--- src/rtl/mmio_bridge.sv ---
// mmio_bridge: CPU-to-peripheral MMIO bridge with an address-window check and an error counter.
// Define MMIO_BRIDGE_TIMEOUT_EN to abort BUSY after TIMEOUT_CYCLES without mmio_ready.
`ifndef ADDR_W
`define ADDR_W 32
`endif
`ifndef XLEN
`define XLEN 32
`endif
`ifndef IO_BASE_ADDR
`define IO_BASE_ADDR 32'h1000_0000
`endif
`ifndef IO_LED_OFFSET
`define IO_LED_OFFSET 32'h0000_0000
`endif

module mmio_bridge #(
  parameter int TIMEOUT_CYCLES = 64,
  parameter int WINDOW_BYTES   = 256
) (
  input  logic               clk,
  input  logic               rst_n,
  input  logic               cpu_req,
  input  logic               cpu_we,
  input  logic [`ADDR_W-1:0] cpu_addr,
  input  logic [`XLEN-1:0]   cpu_wdata,
  output logic [`XLEN-1:0]   cpu_rdata,
  output logic               cpu_ready,
  output logic               cpu_err,
  output logic               mmio_req,
  output logic               mmio_we,
  output logic [`ADDR_W-1:0] mmio_addr,
  output logic [`XLEN-1:0]   mmio_wdata,
  input  logic [`XLEN-1:0]   mmio_rdata,
  input  logic               mmio_ready,
  output logic [7:0]         err_count
);
  if (TIMEOUT_CYCLES < 2 || TIMEOUT_CYCLES > 65535) begin : g_bad_timeout
    $error("mmio_bridge: TIMEOUT_CYCLES out of range 2..65535");
  end
  typedef enum logic [1:0] {IDLE, BUSY, DONE} state_e;
  state_e             state_q, state_d;
  logic               we_q, we_d;
  logic [`ADDR_W-1:0] addr_q, addr_d;
  logic [`XLEN-1:0]   wdata_q, wdata_d;
  logic [`XLEN-1:0]   rdata_q, rdata_d;
  logic               err_q, err_d;
  logic [7:0]         err_cnt_q, err_cnt_d;
  logic [`ADDR_W-1:0] offs;
  logic               legal;
  logic               busy;
  logic               done;
  logic               timeout;
  // Subtract first so the window test cannot overflow near the top of the address space.
  assign offs  = cpu_addr - `IO_BASE_ADDR;
  assign legal = (cpu_addr[1:0] == 2'b00) && (cpu_addr >= `IO_BASE_ADDR) &&
                 (offs < `ADDR_W'(WINDOW_BYTES));
`ifdef MMIO_BRIDGE_TIMEOUT_EN
  logic [15:0] cnt_q, cnt_d;
  assign timeout = cnt_q == 16'(TIMEOUT_CYCLES);
`else
  assign timeout = 1'b0;
`endif
  always_comb begin
    state_d   = state_q;
    we_d      = we_q;
    addr_d    = addr_q;
    wdata_d   = wdata_q;
    rdata_d   = rdata_q;
    err_d     = err_q;
    err_cnt_d = err_cnt_q;
`ifdef MMIO_BRIDGE_TIMEOUT_EN
    cnt_d     = cnt_q;
`endif
    case (state_q)
      IDLE: if (cpu_req) begin
        if (legal) begin
          state_d = BUSY;
          we_d    = cpu_we;
          addr_d  = cpu_addr;
          wdata_d = cpu_wdata;
`ifdef MMIO_BRIDGE_TIMEOUT_EN
          cnt_d   = 16'd1;
`endif
        end else begin
          state_d = DONE;
          err_d   = 1'b1;
          rdata_d = '0;
        end
      end
      BUSY: if (mmio_ready) begin
        state_d = DONE;
        err_d   = 1'b0;
        rdata_d = we_q ? '0 : mmio_rdata;
      end else if (timeout) begin
        state_d = DONE;
        err_d   = 1'b1;
        rdata_d = '0;
      end else begin
`ifdef MMIO_BRIDGE_TIMEOUT_EN
        cnt_d   = cnt_q + 16'd1;
`endif
      end
      DONE: begin
        state_d   = IDLE;
        err_cnt_d = (err_q && err_cnt_q != 8'hFF) ? err_cnt_q + 8'd1 : err_cnt_q;
      end
      default: state_d = IDLE;
    endcase
  end
  always_ff @(posedge clk) begin
    if (!rst_n) begin
      state_q   <= IDLE;
      we_q      <= 1'b0;
      addr_q    <= '0;
      wdata_q   <= '0;
      rdata_q   <= '0;
      err_q     <= 1'b0;
      err_cnt_q <= '0;
`ifdef MMIO_BRIDGE_TIMEOUT_EN
      cnt_q     <= '0;
`endif
    end else begin
      state_q   <= state_d;
      we_q      <= we_d;
      addr_q    <= addr_d;
      wdata_q   <= wdata_d;
      rdata_q   <= rdata_d;
      err_q     <= err_d;
      err_cnt_q <= err_cnt_d;
`ifdef MMIO_BRIDGE_TIMEOUT_EN
      cnt_q     <= cnt_d;
`endif
    end
  end
  // Outputs are gated by state so every bus reads zero outside its active phase.
  assign busy       = state_q == BUSY;
  assign done       = state_q == DONE;
  assign mmio_req   = busy;
  assign mmio_we    = busy & we_q;
  assign mmio_addr  = busy ? addr_q : '0;
  assign mmio_wdata = busy ? wdata_q : '0;
  assign cpu_ready  = done;
  assign cpu_err    = done & err_q;
  assign cpu_rdata  = done ? rdata_q : '0;
  assign err_count  = err_cnt_q;
endmodule

--- config.mk ---
export PLATFORM = sky130hd
export DESIGN_NAME = mmio_bridge
export DESIGN_NICKNAME = d
export VERILOG_FILES = /design/src/rtl/mmio_bridge.sv
export SDC_FILE = /design/constraint.sdc
export NUM_CORES = 1
export LEC_CHECK = 0
export BUFFER_PORTS_ARGS = -buffer_cell sky130_fd_sc_hd__buf_2
export CAP_MARGIN = 20
export CORE_MARGIN = 2
export CORE_UTILIZATION = 41
export CTS_BUF_LIST = sky130_fd_sc_hd__clkbuf_4 sky130_fd_sc_hd__clkbuf_8
export CTS_CLUSTER_DIAMETER = 120
export DETAILED_ROUTE_END_ITERATION = 10
export PLACE_DENSITY = 0.69
export REMOVE_ABC_BUFFERS = 1
export SYNTH_ARGS = -nofsm -noshare
export SYNTH_HDL_FRONTEND = slang
export SYNTH_SLANG_ARGS = --single-unit
--- constraint.sdc ---
create_clock -name clk -period 4 [get_ports clk]
set_input_delay 0.6 -clock clk [delete_from_list [all_inputs] [get_ports clk]]
set_output_delay 0.6 -clock clk [all_outputs]
set_load 0.05 [all_outputs]
* After elaboration in Yosys (flattened, before gate mapping)
Index checks and enable logic that the tools add are counted.
Cells by class: order comparisons 2, eq/ne operators 6, add/sub/neg operators 2, mux-type cells 16, reductions and logical operators 10, bitwise logic cells 2
Operator list (count):
- $mux 32 | 7
- $pmux 32 s2 | 1
- $ge 32x29->1 const B | 1
- $lt 32x9->1 const B | 1
- $sub 32x29->32 const B | 1
- $add 8x1->8 const B | 1
- $ne 8x8->1 const B | 1
- $mux 2 | 3
- $ne 2x2->1 const B | 3
- $logic_not 2->1 | 2
- $pmux 2 s2 | 1
- $reduce_and 2->1 | 2
- $reduce_and 4->1 | 1
- $logic_and 1x1->1 | 3
- $mux 1 | 3
- $reduce_and 3->1 | 1
- $and 1x1->1 | 2
- $eq 2x1->1 const B | 1
- $eq 2x2->1 const B | 1
- $pmux 1 s2 | 1
- $reduce_bool 2->1 | 1
Storage, ports and cells: input port bits 101, register bits 108, output and inout port bits 108

* Logic depth before layout (Yosys ltp)
word-level depth 6, depth in mapped cells 6

* Worst setup path after synthesis
No wires, ideal clock.
kind reg2out, start register state_q[0], end output port mmio_wdata[22], cell stages (with the launch flop) 4, buffers on the path 1, data required time 3.400 ns, setup slack 1.658 ns, arrival time 1.742 ns, path through dfxtp_1 > nor2b_1 > clkbuf_1 > and2_1
Between the ends: cells in the longest elaborated chain, start to end 2
RTL lines:
- start, declared | RTL line 41 | state_e state_q, state_d;
- start signal, assigned | RTL line 123 | state_q <= state_d;
- $eq 2x1->1 | RTL line 136 | assign busy = state_q == BUSY;
- named net mmio_req | RTL line 29 | output logic mmio_req,
- $mux 32 | RTL line 141 | assign mmio_wdata = busy ? wdata_q : '0;
- end, declared | RTL line 32 | output logic [`XLEN-1:0] mmio_wdata,
The timed path passes the listed nets, and every way through them passes these cells.

* Worst setup path after layout
start input port cpu_addr[29], end register addr_q[29]
Between the ends: cells in the longest elaborated chain, start to end 4, elaborated cells between the ends (all ways) 6, classes of those cells 1 x add/sub; 2 x order compare; 3 x reduce/logical
RTL lines:
- start, declared | RTL line 24 | input logic [`ADDR_W-1:0] cpu_addr,
- $sub 32x29->32 (no source line) / $ge 32x29->1 (equally long branches)
- $lt 32x9->1 / $logic_and 1x1->1 (equally long branches) | RTL line 56, 55
- $logic_and 1x1->1 | RTL line 55 | assign legal = (cpu_addr[1:0] == 2'b00) && (cpu_addr >= `IO_BASE_ADDR) &&
- $reduce_and 3->1 (no source line)
- end signal, assigned | RTL line 125 | addr_q <= addr_d;
- end, declared | RTL line 43 | logic [`ADDR_W-1:0] addr_q, addr_d;
Several ways; a longest one is shown, not always the timed one. A chain may end at the register's enable or synchronous reset.

==> out/qor.yml <==
die:
  die_height_um: 108
  design.die.area_sq_mm: 0.0117
  fp.coreArea_sq_mm: 0.0107
  die_w_um: 108
  boundaryPins: 209
  start_util: 0.416
  fp-row-count: 38
drt:
  ant_nets: 0
  post_drt_wl_per_cell_um: 15.2
  wirelength_um: 12300
  drcViolationCount: 0
  num_vias: 4248
  via_per_inst: 5.23
  drt_iter0_markers: 310
  dr.pass1.iters: 4
timing:
  period_share: 0.706
  tightest_slew_ns: 0.893
  hold_viol_final: 0
  fmax_mhz: 354
  finalSetupViolCount: 0
  finalCriticalPeriod_ns: 2.82
  skew_ns: 0.0137
  setup_slack_ns: 1.18
  relSlewSlack: 0.404
  finalMaxSlewViolations: 0
  rsz0062_at_grt: "no"
hold_path:
  min-delay-start: "mmio_rdata[23]"
  whs_endpoint: "rdata_q[23]"
  hold_depth: 2
  hp-class: "input pin to flip-flop"
power_and_ir_drop:
  p_switching_mw: 0.442
  clkPwrFrac: 0.349
  combinationalPowerShare: 0.056
  total_power_mw: 1.81
  p_int_mw: 1.37
  ir_drop_uv: 169
  p_per_area_mw_per_mm2: 316
  swShare: 0.244
  leakagePower_nw: 2.75
  p_seq_frac: 0.595
worst_setup_path:
  crit_required_ns: 4.25
  critPathSlowestCell: "nor4_1"
  cp.arrival_ns: 3.07
  cpPeakStageDelay_ns: 0.66
  crit_chain: "buf_2, nor4_1, and3_1, buf_4, nand3_1, and3_1"
  reg2reg_from: "state_q[0]"
  cp_top_family: "simple AND/OR/NAND/NOR gates"
  cpMostUsedCell: "and3_1"
  crit_type: "input pin to flip-flop"
  r2r_end: "err_count[7]"
  cp_num_buf_inv: 2
  reg2reg_depth: 6
  crit_path_start_kind: "input pin"
  critical_path.endpoint_type: "flip-flop"
  r2r_setup_slack_ns: 1.55
  crit_path_max_fanout: 41
clock_tree:
  insertion_delay_ns: 0.36
  cts_tree: "done"
  cts_root_buf: "clkbuf_8"
  cts_resized: 0
  ctsHoldBuffers: 0
  cts_max_level: 3
  cts_num_sinks: 108
  cts_buffers: 9
  cts_setup_buffers: 0
  path_clk_slew_ns: 0.11
  clk_path_buf_depth: 2
placed_design:
  dpl_worst_slack_ns: 0.800
  place_area_sq_mm: 0.00553
  port_buffers: 208
  gp_congestion: 0.800
  dpl.hpwl_um: 8300
  dp_cells: 796
logic_synthesis:
  synthXorXnorAreaFrac: 0.00392
  synth.distinct_cells: 38
  synthAdderAreaFrac: 0.00280
  synth-simple-area-share: 0.272
  synth-main-ff-cell: "dfxtp_1"
  syn_avg_cell_area_sq_um: 9.13
  synth_compound_area_frac: 0.181
  synthCells: 489
  synth_top_family_by_area: "simple AND/OR/NAND/NOR gates"
  synth_edf_count: 0
  async_reset_ff_frac: 0
  muxShareOfSynthArea: 0.00224
  yosysSeqAreaShare: 0.484
  ys_warn_count: 0
  synth-seq-cells: 108
  netlist_area_sq_mm: 0.00447
final_layout:
  fillCellCount: 1022
  regArea_sq_mm: 0.00216
  layout_commonest_cell: "buf_2"
  finalNonFillerCells: 812
  nNetsFinal: 770
  n_antenna_cell: 0
  multi_input_area_sq_mm: 0.00208
  final_cell_area_sq_mm: 0.00573
  post-route-util: 0.534
  drive_gt1_frac: 0.353
  final_cell_mix: "208 x buf_2, 108 x dfxtp_1, 97 x and2_1, 45 x a21oi_1, 42 x nand4_1"
  syn_to_final_growth_pct: 28.4
global_route:
  grt_max_degree: 68
  grt_usage: 0.199
  grt_pass1_wl_um: 19000
  antenna_found_initial: 0
  grt_pass1_vias: 3877
  grt.overflow.total: 0
job:
  cap_violations: 0
outcome:
  status: "complete, no violations"
==> state kept, by name, indices dropped and copies added, names as in the netlist <==
register   count
rdata_q       32
we_q           1
wdata_q       32
state_q        2
err_count      8
addr_q        32
err_q          1
==> worst max path at each step <==
stage / startpoint / to / slack [ns] / cells after the start
after floorplan: cpu_req / addr_q[2] / -1.01 / 4
after detailed placement: cpu_addr[29] / addr_q[20] / 0.80 / 6
after CTS: state_q[0] / mmio_we / 1.04 / 3
final: cpu_addr[29] / addr_q[29] / 1.18 / 6
after global placement: cpu_addr[29] / addr_q[21] / 0.81 / 6
after global routing: cpu_addr[29] / addr_q[29] / 0.99 / 6
==> metal layers <==
metal	track usage	up-vias	routed length, um
met4	0.0705	0	264
met1	0.271	1959	5380
met3	0.0307	23	809
met5	0	-	0
met2	0.321	163	5870
li1	-	2103	-
==> synth_stat cells (all sizes together) (4+ instances only) <==
master	count	area, sq um
clkbuf	39	146
nor2	4	15.0
inv	5	18.8
nand4	42	263
nand3	5	25.0
and2	97	607
and3	27	169
o21ai	41	205
a21oi	45	225
a22o	32	280
nor4	5	31.3
buf	8	65.1
dfxtp	108	2160
==> logic make-up (layout without fill, tap and decap cells) <==
logic type	count (synthesis)	in the layout
AND/OR/NAND/NOR	196	196
AO/OA/AOI/OAI	128	128
flip-flops	108	108
buffers and inverters	53	236
XOR/XNOR	2	2
adder cells (fa/ha/maj)	1	1
multiplexers	1	1
==> through the flow <==
| stage | setup TNS (ns) | hold slack (ns) |
|---|---|---|
| finish | 0 | 0.448 |
| global route | 0 | 0.427 |
| CTS | 0 | 0.428 |
| detailed placement | 0 | 0.441 |
| global placement | 0 | 0.428 |
| floorplan | -50.75 | 0.421 |
==> cell type report <==
| class | instances | share of cell area |
|---|---|---|
| clock buffers | 10 | 0.0240 |
| well taps | 140 | 0.0305 |
| flip-flops and latches | 108 | 0.377 |
| inverters | 5 | 0.00327 |
| multi-input cells | 328 | 0.363 |
| repair buffers | 216 | 0.194 |
| clock inverters | 5 | 0.00786 |
==> power groups by stage <==
stage          clock [mW]  combinational (mW)  sequential, mW
6_report            0.633               0.102            1.08
3_5_place_dp            0               0.101            1.10
5_1_grt             0.698               0.110            1.08
2_1_floorplan           0              0.0311            1.10
4_1_cts             0.657               0.101            1.08
3_3_place_gp            0              0.0997            1.10
(Power assumes the default switching activity.)
